### src/rtl/riscv_pkg.sv
// RV32I opcode constants, the decoded-entry payload carried through the
// fetch-to-decode skid buffer, and the opcode classifier.
package riscv_pkg;

  localparam int RV_XLEN = 32;

  localparam logic [6:0] OPC_R      = 7'b0110011;
  localparam logic [6:0] OPC_LOAD   = 7'b0000011;
  localparam logic [6:0] OPC_IALU   = 7'b0010011;
  localparam logic [6:0] OPC_JALR   = 7'b1100111;
  localparam logic [6:0] OPC_STORE  = 7'b0100011;
  localparam logic [6:0] OPC_BRANCH = 7'b1100011;
  localparam logic [6:0] OPC_AUIPC  = 7'b0010111;
  localparam logic [6:0] OPC_LUI    = 7'b0110111;
  localparam logic [6:0] OPC_JAL    = 7'b1101111;

  typedef struct packed {
    logic r_type;
    logic i_type_lw;
    logic i_type_addi;
    logic i_type_jalr;
    logic s_type;
    logic sb_type;
    logic u_type_auipc;
    logic u_type_lui;
    logic uj_type;
  } type_flags_t;

  typedef struct packed {
    type_flags_t          flags;
    logic                 func_7_bit_6;
    logic [2:0]           func_3;
    logic                 illegal;
    logic [31:0]          instruction;
    logic [RV_XLEN-1:0]   pc;
  } decoded_instr_t;

  // One-hot class for a legal opcode; all zeros marks an unsupported encoding.
  function automatic type_flags_t decode_opcode(input logic [6:0] opcode);
    type_flags_t f;
    f = '0;
    case (opcode)
      OPC_R:      f.r_type       = 1'b1;
      OPC_LOAD:   f.i_type_lw    = 1'b1;
      OPC_IALU:   f.i_type_addi  = 1'b1;
      OPC_JALR:   f.i_type_jalr  = 1'b1;
      OPC_STORE:  f.s_type       = 1'b1;
      OPC_BRANCH: f.sb_type      = 1'b1;
      OPC_AUIPC:  f.u_type_auipc = 1'b1;
      OPC_LUI:    f.u_type_lui   = 1'b1;
      OPC_JAL:    f.uj_type      = 1'b1;
      default:    f              = '0;
    endcase
    return f;
  endfunction

endpackage

### src/rtl/decode_skid_buffer.sv
// Two-entry valid/ready skid buffer: main entry drives the outputs, skid entry
// catches the one input accepted while the output is stalled.
module decode_skid_buffer #(
  parameter type payload_t = logic [31:0]
) (
  input  logic     clk,
  input  logic     rst,
  input  logic     flush,
  input  logic     in_valid,
  output logic     in_ready,
  input  payload_t in_data,
  output logic     out_valid,
  input  logic     out_ready,
  output payload_t out_data
);

  // Handshake: a transfer happens on a rising edge where valid && ready;
  // in_ready is registered and equals "skid entry will be empty".
  logic     main_valid, main_valid_next;
  logic     skid_valid, skid_valid_next;
  payload_t main_data, main_data_next;
  payload_t skid_data, skid_data_next;
  logic     in_ready_q;
  logic     push, pop;

  assign push = in_valid && in_ready_q;
  assign pop  = main_valid && out_ready;

  always_comb begin
    main_valid_next = main_valid;
    skid_valid_next = skid_valid;
    main_data_next  = main_data;
    skid_data_next  = skid_data;
    if (flush) begin
      main_valid_next = 1'b0;
      skid_valid_next = 1'b0;
    end else if (pop || !main_valid) begin
      // Main slot frees up: oldest waiting entry (skid first) takes it.
      if (skid_valid) begin
        main_valid_next = 1'b1;
        main_data_next  = skid_data;
        skid_valid_next = 1'b0;
      end else begin
        main_valid_next = push;
        if (push) main_data_next = in_data;
      end
    end else if (push) begin
      skid_valid_next = 1'b1;
      skid_data_next  = in_data;
    end
  end

  always_ff @(posedge clk) begin
    if (rst) begin
      main_valid <= 1'b0;
      skid_valid <= 1'b0;
      main_data  <= '0;
      skid_data  <= '0;
      in_ready_q <= 1'b1;
    end else begin
      main_valid <= main_valid_next;
      skid_valid <= skid_valid_next;
      main_data  <= main_data_next;
      skid_data  <= skid_data_next;
      in_ready_q <= !skid_valid_next;
    end
  end

  assign in_ready  = in_ready_q;
  assign out_valid = main_valid;
  assign out_data  = main_data;

endmodule

### src/rtl/instruction_type_decoder.sv
// Registered fetch-to-decode stage: classifies RV32I opcodes into one-hot
// flags, qualifies func fields, and counts accepted illegal encodings.
module instruction_type_decoder
  import riscv_pkg::*;
#(
  parameter int XLEN          = 32,
  parameter int ILLEGAL_CNT_W = 16
) (
  input  logic                     clk,
  input  logic                     rst,
  input  logic                     in_valid,
  output logic                     in_ready,
  input  logic [31:0]              instruction,
  input  logic [XLEN-1:0]          pc,
  input  logic                     flush,
  output logic                     out_valid,
  input  logic                     out_ready,
  output logic                     r_type,
  output logic                     i_type_lw,
  output logic                     i_type_addi,
  output logic                     i_type_jalr,
  output logic                     s_type,
  output logic                     sb_type,
  output logic                     u_type_auipc,
  output logic                     u_type_lui,
  output logic                     uj_type,
  output logic                     func_7_bit_6,
  output logic [2:0]               func_3,
  output logic [31:0]              instruction_out,
  output logic [XLEN-1:0]          pc_out,
  output logic                     illegal,
  output logic [ILLEGAL_CNT_W-1:0] illegal_count
);

  decoded_instr_t in_entry, out_entry;
  type_flags_t    flags;
  logic           is_shift;
  logic           accept;
  logic [ILLEGAL_CNT_W-1:0] cnt;

  always_comb begin
    flags    = decode_opcode(instruction[6:0]);
    is_shift = (instruction[14:12] == 3'b001) || (instruction[14:12] == 3'b101);
    in_entry              = '0;
    in_entry.flags        = flags;
    in_entry.illegal      = (flags == '0);
    in_entry.func_3       = in_entry.illegal ? 3'b000 : instruction[14:12];
    // Bit 30 only selects an operation for R-type and the I-ALU shifts.
    in_entry.func_7_bit_6 = (flags.r_type || (flags.i_type_addi && is_shift)) ?
                            instruction[30] : 1'b0;
    in_entry.instruction  = instruction;
    in_entry.pc           = RV_XLEN'(pc);
  end

  decode_skid_buffer #(
    .payload_t (decoded_instr_t)
  ) u_skid (
    .clk       (clk),
    .rst       (rst),
    .flush     (flush),
    .in_valid  (in_valid),
    .in_ready  (in_ready),
    .in_data   (in_entry),
    .out_valid (out_valid),
    .out_ready (out_ready),
    .out_data  (out_entry)
  );

  // Counted on acceptance so a later flush cannot hide an illegal fetch.
  assign accept = in_valid && in_ready && !flush;

  always_ff @(posedge clk) begin
    if (rst) begin
      cnt <= '0;
    end else if (accept && in_entry.illegal && (cnt != '1)) begin
      cnt <= cnt + ILLEGAL_CNT_W'(1);
    end
  end

  assign illegal_count   = cnt;
  assign r_type          = out_entry.flags.r_type;
  assign i_type_lw       = out_entry.flags.i_type_lw;
  assign i_type_addi     = out_entry.flags.i_type_addi;
  assign i_type_jalr     = out_entry.flags.i_type_jalr;
  assign s_type          = out_entry.flags.s_type;
  assign sb_type         = out_entry.flags.sb_type;
  assign u_type_auipc    = out_entry.flags.u_type_auipc;
  assign u_type_lui      = out_entry.flags.u_type_lui;
  assign uj_type         = out_entry.flags.uj_type;
  assign func_7_bit_6    = out_entry.func_7_bit_6;
  assign func_3          = out_entry.func_3;
  assign illegal         = out_entry.illegal;
  assign instruction_out = out_entry.instruction;
  assign pc_out          = XLEN'(out_entry.pc);

endmodule

### config.mk
export PLATFORM = sky130hd
export DESIGN_NAME = instruction_type_decoder
export DESIGN_NICKNAME = d
export VERILOG_FILES = /design/src/rtl/riscv_pkg.sv /design/src/rtl/decode_skid_buffer.sv /design/src/rtl/instruction_type_decoder.sv
export SDC_FILE = /design/constraint.sdc
export NUM_CORES = 1
export LEC_CHECK = 0
export ABC_CLOCK_PERIOD_IN_PS = 2000
export BUFFER_PORTS_ARGS = -buffer_cell sky130_fd_sc_hd__clkbuf_2
export CORE_MARGIN = 5
export CORE_UTILIZATION = 54
export DETAILED_ROUTE_END_ITERATION = 12
export PLACE_DENSITY = 0.8
export SLEW_MARGIN = 20
export SYNTH_ARGS = -nofsm -noshare
export SYNTH_HDL_FRONTEND = slang
export SYNTH_SLANG_ARGS = --single-unit
### constraint.sdc
create_clock -name clk -period 2 [get_ports clk]
set_input_delay 0.1 -clock clk [delete_from_list [all_inputs] [get_ports clk]]
set_output_delay 0.1 -clock clk [all_outputs]
set_load 0.01 [all_outputs]
==> summary.txt <==
Worst setup path
  – Crit path depth: 7
  – Reg2Reg Depth: 5
  – CP bufs+invs: 2
  – R2R Path End: illegal_count[15]$_SDFFE_PP0P_
  – Crit. Startpoint: flush
  – R2r startpoint: illegal_count[5]$_SDFFE_PP0P_
  – Critical path type: in -> reg
  – Most frequent cell on the critical path: or3_4
  – Critical path startpoint category: input port
  – Max incr delay on CP: 0.56 ns
  – R2r setup slk: 0.14 ns
  – CP endpoint: illegal_count[15]$_SDFFE_PP0P_
  – Max Fanout on Critical Path: 5
  – Crit path DAT: 2.18 ns
  – CP endpoint kind: flip-flop
  – Critical path cell sequence: dlygate4sd3_1 > clkbuf_2 > nand3b_1 > or3_4 > or3_4 > o41ai_2 > a21oi_1
  – Family with the most delay on the worst path: simple AND/OR/NAND/NOR gates
  – Slowest stage cell on the critical path: dlygate4sd3_1
  – CP Data Required Time: 2.26 ns

Synthesis
  – Post-Synthesis Cells: 845
  – Post-synth top cells: dfxtp_1 (175), nand2_1 (140), nor2_1 (113)
  – Synth area leader: dfxtp_1
  – Most numerous cell in the Yosys netlist: dfxtp_1
  – Top-area cell type share of the netlist area: 48.74%
  – Seq cells post-synth: 175
  – Post-synth EDFFs: 0
  – Top_reg_cell synth: dfxtp_1
  – Seq/Total Area, Yosys: 48.74%
  – Syn Std Cell Area: 0.007188 mm2
  – Syn_area_per_cell: 8.507 um2
  – Post-synth cell types: 48
  – Syn_nets: 915
  – Largest cells by area after synthesis: dfxtp_1 (49%), mux2i_1 (9.1%), a211oi_1 (7.9%)
  – YS warnings: 0
  – Post-synth ARST share: 0%

Flow run
  – Total of max-cap violations: 0

Timing
  – Fin. Hold Viols: 0
  – RSZ-0062 raised after global routing: false
  – Final worst path period need: 1.920 ns
  – Tcrit/Tclk final: 96.01%
  – Fin Setup TNS: 0 ns
  – Final count of negative-setup-slack endpoints: 0
  – Max Freq: 520.8 MHz
  – Worst hold slack: 0.1186 ns
  – Max-slew violation count: 0
  – Max-slew headroom: 47.83%
  – Worst clock skew: 0.006164 ns
  – Tightest Pin Transition: 0.7825 ns

Route
  – Iter 0 DRT Violations: 441
  – DRT Pass-1 Iters: 5
  – Vias per cell: 5.399
  – WL/cell: 15.32 um
  – Post-route ant nets: 0
  – Drt drc: 0
  – Routed vias: 6651
  – WL final: 18.88 mm

Global routing
  – Largest net degree at the start of global routing: 107
  – Gr ovfl total: 0
  – Initial antenna violation count: 0
  – GRT Total Usage: 23.45%
  – Global-route wire length before repair: 30.91 mm
  – Number of global-route vias before repair: 6313

Clock network
  – CTS tree: built
  – Postcts setup bufs: 0
  – Clock transition at path regs: 0.06 ns
  – Clock sinks: 175
  – H-Tree Level Count: 4
  – Root buf cell: clkbuf_16
  – CTS max path bufs: 2
  – Worst-skew pair later-pin latency: 0.42 ns
  – CTS Buf Count: 17

Hold path
  – HP Class: in -> reg

Pwr
  – Leak: 3.576 nW
  – Max rail drop VDD: 0.0006471 V
  – Pwr dens: 840.7 mW/mm2

Floorplan
  – Die X: 125.4 um
  – Io pins: 165
  – Chip height: 125.4 um
  – Starting Density: 54.71%
  – Die footprint: 0.01572 mm2
  – Row cnt: 42
  – Total core area: 0.01314 mm2

Layout
  – NumNets Final: 1113
  – Share of cells above drive strength 1: 21.97%
  – Diode count: 0
  – P&R area growth vs syn: 32.64%

Status
  – Status: finished clean

Place
  – GP Congestion: 0.7923
  – Hpwl dp: 11.26 mm
  – Port Buffer Count: 164
power breakdown:
part | internal (mW) | switching [mW] | leakage [nW]
clock | 2.23 | 1.33 | 0.313
combinational | 0.351 | 0.432 | 1.84
sequential | 3.61 | 0.0674 | 1.43
total | 6.19 | 1.83 | 3.58
per-stage QoR:
stage	utilization, %	instances	area, um2	power, mW	setup slack (ns)
floorplan	-	845	7188	4.119	0.1008
finish	72.57	1232	9534	8.015	0.07983
detailed placement	62.56	1135	8219	4.423	0.1040
CTS	72.33	1231	9503	8.058	0.04211
global route	72.57	1232	9534	8.330	0.003535
global placement	62.56	1135	8219	4.405	0.1408
registers in the layout (all words and copies together) (netlist names):
register,count
u_skid.skid_data,78
u_skid.out_valid,1
u_skid.out_data,78
u_skid.in_ready,1
u_skid.skid_valid,1
illegal_count,16
area by class of cell:
cell class                      count  area (um2)
Sequential cell                   175        3507
Clock inverter                      9       155.1
Multi-Input combinational cell    599        3458
Inverter                            4       15.01
Timing Repair Buffer              246        1690
Clock buffer                       23       488.0
Fill cell                        1023        3603
Tap cell                          176       220.2
placed cells by master (no fill, tap or decap), types with 2 or more instances in the layout:
cell,n
nand2_1,139
o31ai_1,2
a211oi_1,76
bufinv_16,4
nor2b_1,9
or2_2,3
dlygate4sd3_1,64
and2_0,2
o21ai_0,5
nor4_1,5
buf_12,7
clkbuf_2,163
inv_1,4
nand2b_1,4
a221oi_1,2
nand3b_1,5
nand4_1,3
or3_1,5
a21oi_1,88
clkbuf_16,17
nor3_1,20
a31oi_1,2
clkinv_4,2
mux2i_1,65
nor4b_1,2
clkinv_2,2
clkbuf_1,2
and4b_1,2
mux2_2,4
dfxtp_1,174
o21a_1,2
or3_4,3
buf_4,11
nand3_1,11
o311ai_0,2
or4_1,4
clkbuf_8,4
nor2_1,112
metal layers:
metal | up-vias | global-route usage, % | part of all wire, %
met3 | 32 | 6.482 | 5.6
met4 | 0 | 9.184 | 2.2
met2 | 177 | 39.99 | 50
met5 | - | 0 | 0
met1 | 3088 | 28.12 | 42
li1 | 3354 | - | -
worst min-delay path: cells and delay by family:
family / cells / cell delay (ns)
buffers and inverters: 2 / 0.27
AND/OR/NAND/NOR: 1 / 0.06
AO/OA/AOI/OAI: 1 / 0.05
what timing repair did:
item,CTS,global route
endpoints found under the setup margin,0,19
hold buffers,64,0
gates resized for setup,0,5
hold endpoints to repair,74,0
logic make-up (layout without fill, tap and decap cells):
| kind of cell | count (synthesis) | in the layout | synth area share (%) |
|---|---|---|---|
| AO/OA/AOI/OAI | 184 | 184 | 16.03 |
| XOR/XNOR | 1 | 1 | 0.1219 |
| flip-flops | 175 | 175 | 48.74 |
| multiplexers | 70 | 70 | 9.835 |
| buffers and inverters | 72 | 282 | 3.795 |
| adder cells (fa/ha/maj) | 1 | 1 | 0.1740 |
| AND/OR/NAND/NOR | 342 | 343 | 21.31 |
how the worst min path moves through the flow:
| stage | from | endpoint | cells past startpoint |
|---|---|---|---|
| detailed placement | flush | u_skid.out_valid$_SDFFE_PP0P_ | 2 |
| finish | instruction[5] | u_skid.skid_data[37]$_SDFFE_PP0P_ | 4 |
| CTS | in_valid | u_skid.out_valid$_SDFFE_PP0P_ | 3 |
| global route | instruction[5] | u_skid.skid_data[37]$_SDFFE_PP0P_ | 4 |
| floorplan | flush | u_skid.out_valid$_SDFFE_PP0P_ | 1 |
| global placement | flush | u_skid.out_valid$_SDFFE_PP0P_ | 2 |
Note: power is estimated with default switching activity, not from simulation.
